--- src/rtl/alu_issue_unit_if.sv ---
// ============================================================================
//  Module      : alu_issue_unit_if
//  Description : Command handshake bundle for alu_issue_unit. The master
//                (command source) presents an instruction with valid; the
//                slave (issue unit) answers with ready.
//  Ports       : cmd_valid/cmd_ready handshake, cmd_op (5b opcode),
//                cmd_rd/cmd_rn/cmd_rm (3b register indices),
//                cmd_imm_sel (num2 from immediate), cmd_imm (8b immediate)
//  Revision    : 1.0 - initial release
// ============================================================================
`default_nettype none

interface alu_issue_unit_if;
    logic       cmd_valid;
    logic       cmd_ready;
    logic [4:0] cmd_op;
    logic [2:0] cmd_rd;
    logic [2:0] cmd_rn;
    logic [2:0] cmd_rm;
    logic       cmd_imm_sel;
    logic [7:0] cmd_imm;

    modport master (
        output cmd_valid, cmd_op, cmd_rd, cmd_rn, cmd_rm, cmd_imm_sel, cmd_imm,
        input  cmd_ready
    );

    modport slave (
        input  cmd_valid, cmd_op, cmd_rd, cmd_rn, cmd_rm, cmd_imm_sel, cmd_imm,
        output cmd_ready
    );
endinterface

`default_nettype wire

--- src/rtl/alu_issue_unit.sv ---
// ============================================================================
//  Module      : alu_issue_unit
//  Description : Single-issue sequencer in front of an external registered
//                ALU. Owns an 8 x 32-bit register file and the architectural
//                flags. Each command walks IDLE -> ISSUE -> WB -> IDLE.
//  Ports       : clk, rst_n (async, active-low)
//                cmd            - command handshake (alu_issue_unit_if.slave)
//                alu_*          - operands/opcode to ALU, result/flags back
//                wb_valid/rd/data - register-write report (1-cycle pulse)
//                done, err      - completion / illegal-op pulses
//                flags_q        - architectural flags
//                dbg_addr/data  - combinational register file peek
//  Revision    : 1.0 - initial release
// ============================================================================
`default_nettype none

module alu_issue_unit (
    input  wire logic        clk,
    input  wire logic        rst_n,
    alu_issue_unit_if.slave  cmd,
    output logic [4:0]       alu_instruction,
    output logic [31:0]      alu_num1,
    output logic [31:0]      alu_num2,
    input  wire logic [31:0] alu_result,
    input  wire logic [3:0]  alu_flags,
    output logic             wb_valid,
    output logic [2:0]       wb_rd,
    output logic [31:0]      wb_data,
    output logic             done,
    output logic             err,
    output logic [3:0]       flags_q,
    input  wire logic [2:0]  dbg_addr,
    output logic [31:0]      dbg_data
);

    localparam logic [4:0] c_op_mvns = 5'd3;
    localparam logic [4:0] c_op_uxtb = 5'd14;
    localparam logic [4:0] c_op_uxth = 5'd15;
    localparam logic [4:0] c_op_sxtb = 5'd16;
    localparam logic [4:0] c_op_sxth = 5'd17;
    localparam logic [4:0] c_op_cmp  = 5'd18;
    localparam logic [4:0] c_op_movi = 5'd19;

    typedef enum logic [1:0] {
        S_IDLE  = 2'd0,
        S_ISSUE = 2'd1,
        S_WB    = 2'd2
    } state_t;

    state_t      r_state;
    logic [4:0]  r_op;
    logic [2:0]  r_rd;
    logic [7:0]  r_imm;
    logic [31:0] r_rf [0:7];

    // Ops that actually go to the ALU (result and/or flags consumed).
    function automatic logic is_alu_op(input logic [4:0] op);
        return (op >= 5'd1) && (op <= c_op_cmp);
    endfunction

    // Ops whose ALU result is written back to the register file.
    function automatic logic is_rf_op(input logic [4:0] op);
        return (op >= 5'd1) && (op <= c_op_sxth);
    endfunction

    function automatic logic is_unary(input logic [4:0] op);
        return (op == c_op_mvns) || (op == c_op_uxtb) || (op == c_op_uxth) ||
               (op == c_op_sxtb) || (op == c_op_sxth);
    endfunction

    logic [31:0] w_num2;

    // Gated with rst_n so the unit never advertises ready while held in reset.
    assign cmd.cmd_ready = rst_n && (r_state == S_IDLE);
    assign dbg_data      = r_rf[dbg_addr];

    always_comb begin
        w_num2 = cmd.cmd_imm_sel ? {24'b0, cmd.cmd_imm} : r_rf[cmd.cmd_rm];
        if (is_unary(cmd.cmd_op)) begin
            w_num2 = 32'd0;
        end
    end

    always_ff @(posedge clk or negedge rst_n) begin
        if (!rst_n) begin
            r_state         <= S_IDLE;
            r_op            <= 5'd0;
            r_rd            <= 3'd0;
            r_imm           <= 8'd0;
            alu_instruction <= 5'd0;
            alu_num1        <= 32'd0;
            alu_num2        <= 32'd0;
            wb_valid        <= 1'b0;
            wb_rd           <= 3'd0;
            wb_data         <= 32'd0;
            done            <= 1'b0;
            err             <= 1'b0;
            flags_q         <= 4'd0;
            for (int i = 0; i < 8; i++) begin
                r_rf[i] <= 32'd0;
            end
        end else begin
            // Report signals are single-cycle pulses.
            wb_valid <= 1'b0;
            done     <= 1'b0;
            err      <= 1'b0;

            case (r_state)
                S_IDLE: begin
                    if (cmd.cmd_valid) begin
                        // Operands are captured here so a later write to the
                        // same register cannot alter an in-flight command.
                        r_op            <= cmd.cmd_op;
                        r_rd            <= cmd.cmd_rd;
                        r_imm           <= cmd.cmd_imm;
                        alu_instruction <= is_alu_op(cmd.cmd_op) ? cmd.cmd_op : 5'd0;
                        alu_num1        <= r_rf[cmd.cmd_rn];
                        alu_num2        <= w_num2;
                        r_state         <= S_ISSUE;
                    end
                end

                // ALU registers its result on the edge leaving ISSUE.
                S_ISSUE: begin
                    r_state <= S_WB;
                end

                S_WB: begin
                    if (is_rf_op(r_op)) begin
                        r_rf[r_rd] <= alu_result;
                        wb_valid   <= 1'b1;
                        wb_rd      <= r_rd;
                        wb_data    <= alu_result;
                    end else if (r_op == c_op_movi) begin
                        r_rf[r_rd] <= {24'b0, r_imm};
                        wb_valid   <= 1'b1;
                        wb_rd      <= r_rd;
                        wb_data    <= {24'b0, r_imm};
                    end
                    if (is_alu_op(r_op)) begin
                        flags_q <= alu_flags;
                    end
                    done            <= 1'b1;
                    err             <= !is_alu_op(r_op) && (r_op != c_op_movi);
                    alu_instruction <= 5'd0;
                    r_state         <= S_IDLE;
                end

                default: begin
                    r_state <= S_IDLE;
                end
            endcase
        end
    end

endmodule

`default_nettype wire

--- src/flat_wrapper.sv ---
// flat-port wrapper written by rule: the top's interface ports become plain ports
module alu_issue_unit_flat 
  (clk, rst_n, alu_instruction, alu_num1, alu_num2, alu_result, alu_flags, wb_valid, wb_rd, wb_data, done, err, flags_q, dbg_addr, dbg_data, cmd_cmd_valid, cmd_cmd_op, cmd_cmd_rd, cmd_cmd_rn, cmd_cmd_rm, cmd_cmd_imm_sel, cmd_cmd_imm, cmd_cmd_ready);
  alu_issue_unit_if cmd_i ();
  input  wire logic clk;
  input  wire logic rst_n;
  output logic [4:0] alu_instruction;
  output logic [31:0] alu_num1;
  output logic [31:0] alu_num2;
  input  wire logic [31:0] alu_result;
  input  wire logic [3:0] alu_flags;
  output logic wb_valid;
  output logic [2:0] wb_rd;
  output logic [31:0] wb_data;
  output logic done;
  output logic err;
  output logic [3:0] flags_q;
  input  wire logic [2:0] dbg_addr;
  output logic [31:0] dbg_data;
  input wire logic [$bits(cmd_i.cmd_valid)-1:0] cmd_cmd_valid;
  input wire logic [$bits(cmd_i.cmd_op)-1:0] cmd_cmd_op;
  input wire logic [$bits(cmd_i.cmd_rd)-1:0] cmd_cmd_rd;
  input wire logic [$bits(cmd_i.cmd_rn)-1:0] cmd_cmd_rn;
  input wire logic [$bits(cmd_i.cmd_rm)-1:0] cmd_cmd_rm;
  input wire logic [$bits(cmd_i.cmd_imm_sel)-1:0] cmd_cmd_imm_sel;
  input wire logic [$bits(cmd_i.cmd_imm)-1:0] cmd_cmd_imm;
  output wire logic [$bits(cmd_i.cmd_ready)-1:0] cmd_cmd_ready;
  assign cmd_i.cmd_valid = cmd_cmd_valid;
  assign cmd_i.cmd_op = cmd_cmd_op;
  assign cmd_i.cmd_rd = cmd_cmd_rd;
  assign cmd_i.cmd_rn = cmd_cmd_rn;
  assign cmd_i.cmd_rm = cmd_cmd_rm;
  assign cmd_i.cmd_imm_sel = cmd_cmd_imm_sel;
  assign cmd_i.cmd_imm = cmd_cmd_imm;
  assign cmd_cmd_ready = cmd_i.cmd_ready;
  alu_issue_unit u_core (.clk(clk), .rst_n(rst_n), .cmd(cmd_i), .alu_instruction(alu_instruction), .alu_num1(alu_num1), .alu_num2(alu_num2), .alu_result(alu_result), .alu_flags(alu_flags), .wb_valid(wb_valid), .wb_rd(wb_rd), .wb_data(wb_data), .done(done), .err(err), .flags_q(flags_q), .dbg_addr(dbg_addr), .dbg_data(dbg_data));
endmodule
--- config.mk ---
export PLATFORM = sky130hd
export DESIGN_NAME = alu_issue_unit_flat
export DESIGN_NICKNAME = d
export VERILOG_FILES = /design/src/rtl/alu_issue_unit_if.sv /design/src/rtl/alu_issue_unit.sv /design/src/flat_wrapper.sv
export SDC_FILE = /design/constraint.sdc
export NUM_CORES = 1
export LEC_CHECK = 0
export BUFFER_PORTS_ARGS = -buffer_cell sky130_fd_sc_hd__buf_2
export CAP_MARGIN = 30
export CELL_PAD_IN_SITES_DETAIL_PLACEMENT = 1
export CELL_PAD_IN_SITES_GLOBAL_PLACEMENT = 2
export CORE_ASPECT_RATIO = 1.5
export CORE_UTILIZATION = 43
export DETAILED_ROUTE_END_ITERATION = 8
export PLACE_DENSITY = 0.92
export SLEW_MARGIN = 20
export SYNTH_ARGS = -nofsm -noshare
export SYNTH_HDL_FRONTEND = slang
export SYNTH_SLANG_ARGS = --single-unit
--- constraint.sdc ---
create_clock -name clk -period 2.89 [get_ports clk]
set_clock_uncertainty 0.15 [all_clocks]
set_input_delay 0.578 -clock clk [delete_from_list [all_inputs] [get_ports clk]]
set_output_delay 0.578 -clock clk [all_outputs]
set_load 0.05 [all_outputs]
==> run metrics, run 1 <==
status complete, no violations; CP peak stage delay about 0.55 ns; Filler Cells Inserted around 4500; max_slew headroom 51.25%; total CTS buffers 40; first-pass GRT wire length roughly 97000 um; Antenna Cells 0; Inst Count DP roughly 2100; synthesized instance count ~1400; GRT Overall Usage 27.34%; worst reg2reg path depth 5; most frequent cells in the layout dfrtp_1, mux2_2, buf_2; initial antenna violation count 0; total clock sinks ~390; gr ovfl total 0; final hold slack 0.1000 ns; Leak around 11 nW; Worst path depth 5; CP startpoint dbg_addr[0]; I/O Buffers ~210; post-layout min period between 2 and 3 ns; die height around 270 um; Setup Fix Bufs, Post-CTS 0; DR WL/cell slightly below 30 um; die area ~48000 um^2; Site Rows between 90 and 100; via count between 10000 and 15000; Final setup viols 0; DRT antenna net count 0; via-per-instance ratio ~6.4; DP Area 22240 um^2; Worst EP arrival approximately 2.1 ns; crit path launch type primary input; synthesized area roughly 20000 um^2; Setup CP Type primary input to primary output; Total Power 23.91 mW; Final Hold Fails 0; Tcrit/Tclk final between 90 and 100%; CTS tree built; Hold Path Class primary input to register; vias in the first global route roughly 16000; layout net count 1624; drc violations 0; clk buf depth 3; final instance area between 20000 and 25000 um^2; power density cells ~1000 nW/um^2; DR pass1 iterations 5; Area Overhead vs Synth 17.02%; reg2reg start u_core.r_op[3]; DR iter-0 viols approximately 1200; R2R Setup Slk 0.23 ns; max-slew violation count 0; reg-to-reg endpoint u_core.wb_data[1]; sequential fraction of the synthesis area between 40% and 50%; initial core utilization between 40% and 50%; largest net degree at the start of global routing ~130; Peak VDD IR ~0.66 mV; CP Cell Sequence buf_4 > buf_12 > mux4_2 > mux2_2 > buf_2; fraction of layout cells with a size suffix above 1 between 50% and 60%; TNS Setup 0 ns; Worst-path clk slew roughly 0.060 ns; latest clock arrival within the worst-skew pair roughly 0.54 ns; Core Area roughly 46000 um^2; Netlist cell types 40; # H-tree levels 2; Synth Area per Inst between 10 and 15 um^2; Crit. End Element primary output; CP bufs+invs 3; #FFs+latches synth ~390; measured slew at the worst slew-check pin ~0.73 ns; commonest non-fill, non-tap cell in the layout dfrtp_1; Max Fclk approximately 0.35 GHz; Die Span X between 150 and 200 um; CTS Root Cell clkbuf_16; Routed Wire Length ~63000 um; slowest cell on the critical path mux4_2; synth warn 0; Mapped Nets about 1400; I/O Pins approximately 210; crit-path leading delay family multiplexers; RSZ-0062 raised after global routing true; crit-path max FO 26; DPL Wire Length between 40000 and 50000 um; final std cells w/o fill about 2200; end of the critical path dbg_data[0]; Req. time, crit path approximately 2.2 ns; GP Congestion 0.7906; Max-Cap Viols 0
[cells in the mapped netlist]
cell        n  area share, %
buf_4       2          0.075
inv_1       2          0.037
nor4_4      1           0.11
mux2i_2     1          0.069
o21ai_1     2          0.050
buf_6       1          0.056
mux2_2    255             14
nand2_1    66            1.2
nand3b_1    2          0.075
nor4_1      1          0.031
a211oi_1    8           0.30
nor2_1     48           0.90
a211o_1     1          0.044
nor2b_1    11           0.34
nand2b_1    4           0.12
dfrtp_1   385             48
a32o_1      4           0.20
clkbuf_1   64            1.2
o211ai_4    1           0.11
buf_2      41            1.0
and2_1     26           0.81
buf_1       7           0.13
and3_1      1          0.031
o31ai_1     8           0.30
or4_1       2          0.075
or2_2       5           0.16
o21ai_0    10           0.25
or4_4       1          0.056
a22o_1    127            5.5
mux4_2    192             22
inv_2       2          0.037
o2111a_1    1          0.056
clkbuf_2    1          0.025
nor3_1      2          0.050
nand3_1     4           0.10
mux2i_1    33            1.6
a21oi_1    35           0.87
or3_1       1          0.031
or2_1       1          0.031
nor3b_1     1          0.037
[cell families after synthesis]
kind of cell           share of synthesized area, %
DFF                                           47.98
and+or+nand+nor                               4.187
muxes                                         37.55
AOI/OAI and AO/OA                             7.713
buffers and inverters                         2.579
[worst reg2reg max path: stages (launching register included)]
cell and delay (ns):
dfrtp_1 0.42, or4_4 0.56, o211ai_4 0.27, buf_4 0.20, or2_2 0.52, mux2_2 0.43
[per-layer routing]
| layer | share of wire [%] | global-route usage [%] | vias to the layer above |
|---|---|---|---|
| li1 | - | - | 5687 |
| met1 | 37 | 33.39 | 7433 |
| met2 | 53 | 47.85 | 605 |
| met3 | 5.3 | 3.319 | 165 |
| met4 | 4.5 | 12.64 | 0 |
| met5 | 0 | 0 | - |
[layout make-up]
type | instances | area (um^2) | share of cell area, %
Clock buffer | 57 | 1156 | 4.920
Sequential cell | 385 | 9634 | 41.00
Clock inverter | 7 | 68.82 | 0.2928
Timing Repair Buffer | 273 | 1889 | 8.040
Inverter | 4 | 15.01 | 0.06389
Tap cell | 588 | 735.7 | 3.131
Multi-Input combinational cell | 855 | 10000 | 42.56
[state kept, by name, summed over array words and instances, names as in the netlist]
signal / cells
u_core.alu_num2: 32
u_core.r_state: 2
u_core.flags_q: 4
u_core.err: 1
u_core.r_rf: 256
u_core.alu_instruction: 5
u_core.wb_rd: 3
u_core.r_imm: 8
u_core.wb_data: 32
u_core.alu_num1: 32
u_core.wb_valid: 1
u_core.r_rd: 3
u_core.r_op: 5
u_core.done: 1
[power breakdown]
part / total [mW] / internal (mW) / switching (mW) / leakage [nW]
registers: 9.28 / 7.37 / 1.91 / 5.02
logic: 9.65 / 4.23 / 5.42 / 5.04
clock network: 4.98 / 2.85 / 2.13 / 0.597
[through the flow]
step / util (%) / setup WS (ns)
3_3_place_gp: 48.24 / 0.05127
2_1_floorplan: - / -0.01856
5_1_grt: 51.22 / -0.02187
6_report: 51.22 / 0.02359
3_5_place_dp: 48.46 / 0.01045
4_1_cts: 51.16 / 0.01584
[what timing repair did]
item,CTS,global route
hold buffers,1,0
gates resized for setup,0,0
endpoints found under the hold margin,25,0
endpoints found under the setup margin,0,6
[worst min-delay path by stage]
stage	startpoint	end	slack, ns	cells after the start
floorplan	rst_n	u_core.alu_instruction[0]	0.13	0
global placement	u_core.r_imm[2]	u_core.r_imm[2]	0.30	2
detailed placement	rst_n	u_core.r_rf[91]	0.31	1
CTS	cmd_cmd_imm[7]	u_core.r_imm[7]	0.08	3
global route	cmd_cmd_imm[2]	u_core.r_imm[2]	0.10	3
finish	cmd_cmd_imm[6]	u_core.r_imm[6]	0.10	3
Note: power is estimated with default switching activity, not from simulation.
==> inputs of run 2 (changes only) <==
--- a/config.mk
+++ b/config.mk
@@ -5,12 +5,13 @@
 export SDC_FILE = /design/constraint.sdc
 export NUM_CORES = 1
 export LEC_CHECK = 0
+export ABC_AREA = 1
 export BUFFER_PORTS_ARGS = -buffer_cell sky130_fd_sc_hd__buf_2
 export CAP_MARGIN = 30
 export CELL_PAD_IN_SITES_DETAIL_PLACEMENT = 1
 export CELL_PAD_IN_SITES_GLOBAL_PLACEMENT = 2
 export CORE_ASPECT_RATIO = 1.5
-export CORE_UTILIZATION = 43
+export CORE_UTILIZATION = 34
 export DETAILED_ROUTE_END_ITERATION = 8
 export PLACE_DENSITY = 0.92
 export SLEW_MARGIN = 20
==> run metrics, run 2 <==
layout net count 3277 (+100%); Finished Core Util 40.32% (-11 points); fraction of layout cells with a size suffix above 1 12.33% (-38 points); Final Hold Fails 0 (unchanged); met1 global-route usage 32.10% (-1.3 points); Antenna Cells 0 (unchanged); Leak 12.86 nW (+21%); CTS tree built; R2R Setup Slk 0.30 ns (+0.07 ns); Tcrit/Tclk final 95.13% (-4.1 points); met2 usage in global routing 53.67% (+5.8 points); vias in the first global route 23650 (+52%); initial core utilization 34.28% (-9.5 points); latest clock arrival within the worst-skew pair 0.60 ns (+0.06 ns); post-layout min period 2.749 ns (-0.1171 ns); sequential fraction of the synthesis area 44.47% (-3.5 points); DP Area 24030 um^2 (+8.1%); DR pass1 iterations 5 (unchanged); #FFs+latches synth 385 (unchanged); DR iter-0 viols 1552 (+29%); Crit. End Element primary output; Mapped Nets 3167 (+120%); final instance area 25480 um^2 (+8.4%); max FFs per register 256 (unchanged); Worst-path clk slew 0.06 ns (about the same); DRT antenna net count 0 (unchanged); die area 64750 um^2 (+36%); synth top area cells dfrtp_1, nand2_1, o21ai_0, nand3_1, a21oi_1; asr flop ratio synth 100.0% (unchanged); Final setup viols 0 (unchanged); Primary FF master, synth dfrtp_1; main combinational cell family by area after synthesis simple AND/OR/NAND/NOR gates; final std cells w/o fill 4050 (+87%); Max-Cap Viols 0 (unchanged); Core Area 63200 um^2 (+38%); busiest grt layer met2; Total Power 26.01 mW (+8.8%); via-per-instance ratio 5.590 (-13%); die height 311.2 um (+17%); Commonest cells post-synth nand2_1, o21ai_0, dfrtp_1; Peak VDD IR 0.6825 mV (+3.1%); total clock sinks 385 (unchanged); crit-path max FO 44 (+69%); largest net degree at the start of global routing 162 (+22%); post-cts gate resize count 0 (unchanged); Post-CTS Hold Buffers 1 (unchanged); synthesized area 21660 um^2 (+7.9%); post-synthesis xor/xnor area fraction 0% (unchanged); max_slew headroom 30.58% (-21 points); gr ovfl total 0 (unchanged); clk buf depth 3 (unchanged); commonest non-fill, non-tap cell in the layout nand2_1; Netlist cell types 23 (-43%); GP Congestion 0.8911 (+13%); Area Overhead vs Synth 17.61%; Setup CP Type primary input to primary output; Setup Fix Bufs, Post-CTS 0 (unchanged); drc violations 0 (unchanged); via count 22640 (+63%); max-slew violation count 0 (unchanged); final hold slack 0.05115 ns (-0.04887 ns); Synth Area per Inst 6.984 um^2 (-53%); Worst EP arrival 2.02 ns (-0.12 ns); DPL Wire Length 67070 um (+62%); leading area contributor after synthesis dfrtp_1; Synth Area in Compound Gates 21.31% (+14 points); dpl ws 0.1714 ns (+0.1610 ns); Top reg by flops u_core.r_rf; synthesized instance count 3102 (+130%); RSZ-0062 raised after global routing false; Max Fclk 0.3637 GHz (+4.3%); most frequent cells in the layout nand2_1, o21ai_0, dfrtp_1; status complete, no violations; I/O Pins 209 (unchanged); DR WL/cell 24.02 um (-17%); Yosys top cell area share 44.47% (-3.5 points); total CTS buffers 44 (+10%); power density cells 1021 nW/um^2 (+0.30%); first-pass GRT wire length 147200 um (+52%); Routed Wire Length 97280 um (+55%); most common cell in the netlist nand2_1; CTS Root Cell clkbuf_16; simple-gate area share of the yosys netlist 26.67% (+22 points); crit path launch type primary input; measured slew at the worst slew-check pin 1.041 ns (+0.3101 ns); GRT Overall Usage 30.21% (+2.9 points); Die Span X 208.1 um (+17%); adder-cell share of the synthesized area 0% (unchanged); Filler Cells Inserted 7991 (+78%); synth warn 0 (unchanged); Hold Path Class primary input to register; Req. time, crit path 2.16 ns (about the same); Inst Count DP 3970 (+89%); met3 usage 3.845% (+0.53 points); initial antenna violation count 2 (+2); Post-synth EDFFs 0 (unchanged); Site Rows 113 (+18%); I/O Buffers 208 (unchanged); TNS Setup 0 ns (unchanged); post-synthesis mux area share 0% (-38 points); # H-tree levels 2 (unchanged); fin worst setup slack 0.1406 ns (+0.1171 ns)
## run 2: cell families (layout without fill, tap and decap cells)
family,Yosys count,count (layout)
simple gates,1429,1429
compound gates,865,865
flops,385,385
buf+inv,423,566
## run 2: layer usage
metal | vias to the layer above | part of all wire [%]
met5 | - | 0.019
met4 | 2 | 9.0
met3 | 284 | 4.1
met2 | 658 | 50
met1 | 11230 | 37
li1 | 10470 | -
## run 2: area by class of cell
type                            instances  area, um^2  area share [%]
Clock buffer                           65        1303           5.112
Inverter                              181       679.4           2.666
Multi-Input combinational cell       2294       10460           41.04
Sequential cell                       385        9634           37.81
Timing Repair Buffer                  306        2262           8.878
Tap cell                              805        1007           3.953
Clock inverter                         14       138.9          0.5451
## run 2: power breakdown
part / total, mW / switching (mW) / internal [mW]
clock: 5.76 / 2.46 / 3.30
combinational: 10.4 / 7.50 / 2.88
sequential: 9.87 / 2.19 / 7.68
total: 26.0 / 12.2 / 13.9
## run 2: critical path: stages
cell and delay, ns:
buf_4 0.10, buf_12 0.21, buf_4 0.23, o21ai_0 0.09
o21ai_0 0.31, nand2_1 0.11, nand2_1 0.07, buf_2 0.26
## run 2: worst paths after layout
kind | startpoint | endpoint | depth (start not counted)
setup / recovery | dbg_addr[0] | dbg_data[24] | 8
hold / removal | alu_flags[2] | u_core.flags_q[2] | 3
setup reg to reg | u_core.r_op[3] | u_core.r_rf[103] | 7
hold reg to reg | u_core.r_state[1] | u_core.r_state[1] | 1
max in group asynchronous | rst_n | u_core.wb_data[3] | 4
min in group asynchronous | rst_n | u_core.r_state[0] | 2
==> inputs of run 3 (changes only) <==
--- a/config.mk
+++ b/config.mk
@@ -11,9 +11,9 @@
 export CELL_PAD_IN_SITES_DETAIL_PLACEMENT = 1
 export CELL_PAD_IN_SITES_GLOBAL_PLACEMENT = 2
 export CORE_ASPECT_RATIO = 1.5
-export CORE_UTILIZATION = 34
+export CORE_UTILIZATION = 33
 export DETAILED_ROUTE_END_ITERATION = 8
-export PLACE_DENSITY = 0.92
+export PLACE_DENSITY = 0.9
 export SLEW_MARGIN = 20
 export SYNTH_ARGS = -nofsm -noshare
 export SYNTH_HDL_FRONTEND = slang
==> run metrics, run 3 (same netlist as run 2, synthesis figures left out) <==
register area 9634 um^2 (unchanged); commonest non-fill, non-tap cell in the layout nand2_1; max_slew headroom 34.04% (+3.5 points); Core Area 64610 um^2 (+2.2%); die height 315.8 um (+1.5%); largest net degree at the start of global routing 139 (-14%); CP bufs+invs 1 (-3); Hold Path Class primary input to register; Filler Cells Inserted 8123 (+1.7%); RSZ-0062 raised after global routing false; status complete, no violations; crit-path leading delay family compound AO/OA/AOI/OAI gates; DR WL/cell 24.05 um (+0.13%); via count 22650 (+0.040%); Routed Wire Length 98730 um (+1.5%); GP Congestion 0.8831 (-0.90%); Max Used Layer met5; Final setup viols 0 (unchanged); total CTS buffers 44 (unchanged); DR pass1 iterations 6 (+1); measured slew at the worst slew-check pin 0.9857 ns (-0.05554 ns); TNS Setup 0 ns (unchanged); Setup CP Type register to primary output; Worst-path clk slew 0.06 ns (about the same); slowest cell on the critical path dfrtp_1; Crit path top cell by count o21ai_0; Area Overhead vs Synth 17.86%; Tcrit/Tclk final 96.49% (+1.4 points); DRT antenna net count 0 (unchanged); CP Cell Sequence o21ai_0 > o21ai_0 > o21a_1 > buf_2; Die Span X 211.2 um (+1.5%); area of the multi-input gates 10460 um^2 (about the same); initial core utilization 33.53% (-0.75 points); gr ovfl total 0 (unchanged); routed wl met3 3946 um (-1.5%); total clock sinks 385 (unchanged); I/O Pins 209 (unchanged); latest clock arrival within the worst-skew pair 0.59 ns (about the same); crit path launch type register; Top reg by flops u_core.r_rf; post-layout min period 2.788 ns (+0.03913 ns); max FFs per register 256 (unchanged); DR iter-0 viols 1644 (+5.9%); Max Fclk 0.3586 GHz (-1.4%); Site Rows 114 (+0.88%); DR WL met2 48770 um (-0.11%); clk buf depth 3 (unchanged); drc violations 0 (unchanged); initial antenna violation count 1 (-1); Crit. End Element primary output; fraction of layout cells with a size suffix above 1 12.09% (-0.24 points); crit-path max FO 4 (-91%); Worst EP arrival 2.06 ns (+0.04 ns); CTS Root Cell clkbuf_16; layout net count 3268 (-0.27%); CTS tree built; CP peak stage delay 0.43 ns (+0.12 ns); Req. time, crit path 2.16 ns (about the same); Finished Core Util 39.52% (-0.80 points); Max-Cap Viols 0 (unchanged); via-per-instance ratio 5.518 (-1.3%); I/O Buffers 208 (unchanged); Leak 12.84 nW (-0.19%); DPL Wire Length 67600 um (+0.79%); vias in the first global route 23440 (-0.90%); most frequent cells in the layout nand2_1, o21ai_0, dfrtp_1; Setup Fix Bufs, Post-CTS 0 (unchanged); first-pass GRT wire length 148200 um (+0.65%); max-slew violation count 0 (unchanged); Peak VDD IR 0.6007 mV (-12%); power density cells 1027 nW/um^2 (+0.58%); Final Hold Fails 0 (unchanged); Antenna Cells 0 (unchanged); die area 66700 um^2 (+3.0%); # H-tree levels 2 (unchanged); M1 WL 36950 um (+3.6%); GRT Overall Usage 29.80% (-0.41 points)
[run 3: changes by cell type in the layout (fill, tap and decap cells not counted), sizes merged]
cell,change
bufinv,+3
buf,-10
clkbuf,-3
inv,+1
clkinvlp,-1
[run 3: layer usage]
metal,track usage [%],vias to the layer above
met2,51.43,700
met4,24.65,2
li1,-,10430
met1,32.86,11250
met3,3.486,262
met5,0,-
[run 3: worst paths after layout]
kind | slack (ns) | cells past startpoint | endpoint | from
worst max-delay path | 0.10 | 4 | dbg_data[4] | u_core.r_rf[100]
worst min-delay path | 0.05 | 3 | u_core.r_rd[2] | cmd_cmd_rd[2]
worst max register to register | 0.24 | 5 | u_core.r_rf[119] | u_core.r_op[3]
worst min register to register | 0.27 | 1 | u_core.r_state[1] | u_core.r_state[1]
max in group asynchronous | 1.26 | 3 | u_core.r_rf[244] | rst_n
min in group asynchronous | 0.24 | 2 | u_core.alu_instruction[1] | rst_n
[run 3: worst reg2reg max path, delay by kind of cell (launching register included)]
kind | cells | cell delay [ns]
and+or+nand+nor | 4 | 1.57
DFF | 1 | 0.41
AOI/OAI and AO/OA | 1 | 0.41
[run 3: final cells by class]
| type | count | area share, % |
|---|---|---|
| multi-input cells | 2294 | 40.97 |
| clock inverters | 17 | 0.8870 |
| inverters | 181 | 2.661 |
| repair buffers | 297 | 8.605 |
| flip-flops and latches | 385 | 37.73 |
| clock buffers | 61 | 4.881 |
| well taps | 870 | 4.263 |
[run 3: where the power goes]
| part | total, mW | switching (mW) | leakage (nW) | internal, mW |
|---|---|---|---|---|
| logic | 10.5 | 7.61 | 7.70 | 2.85 |
| registers | 9.82 | 2.14 | 4.41 | 7.68 |
| clock network | 5.94 | 2.48 | 0.721 | 3.46 |
[run 3: repair_timing]
action | CTS | global route
gates resized for setup | 0 | 1
hold buffers | 1 | 0
endpoints found under the hold margin | 11 | 0
endpoints found under the setup margin | 0 | 1
[run 3: per-stage QoR]
step / instance area, um^2 / setup WS [ns] / std cells / total power [mW] / hold slack, ns
floorplan: 21660 / 0.2949 / 3102 / 16.23 / 0.1324
global placement: 24040 / 0.2333 / 4026 / 19.97 / 0.2559
detailed placement: 24050 / 0.1655 / 4026 / 20.26 / 0.2580
CTS: 25530 / 0.1417 / 4105 / 26.33 / 0.01698
global route: 25530 / 0.02103 / 4105 / 27.77 / 0.04192
finish: 25530 / 0.1015 / 4105 / 26.21 / 0.04985
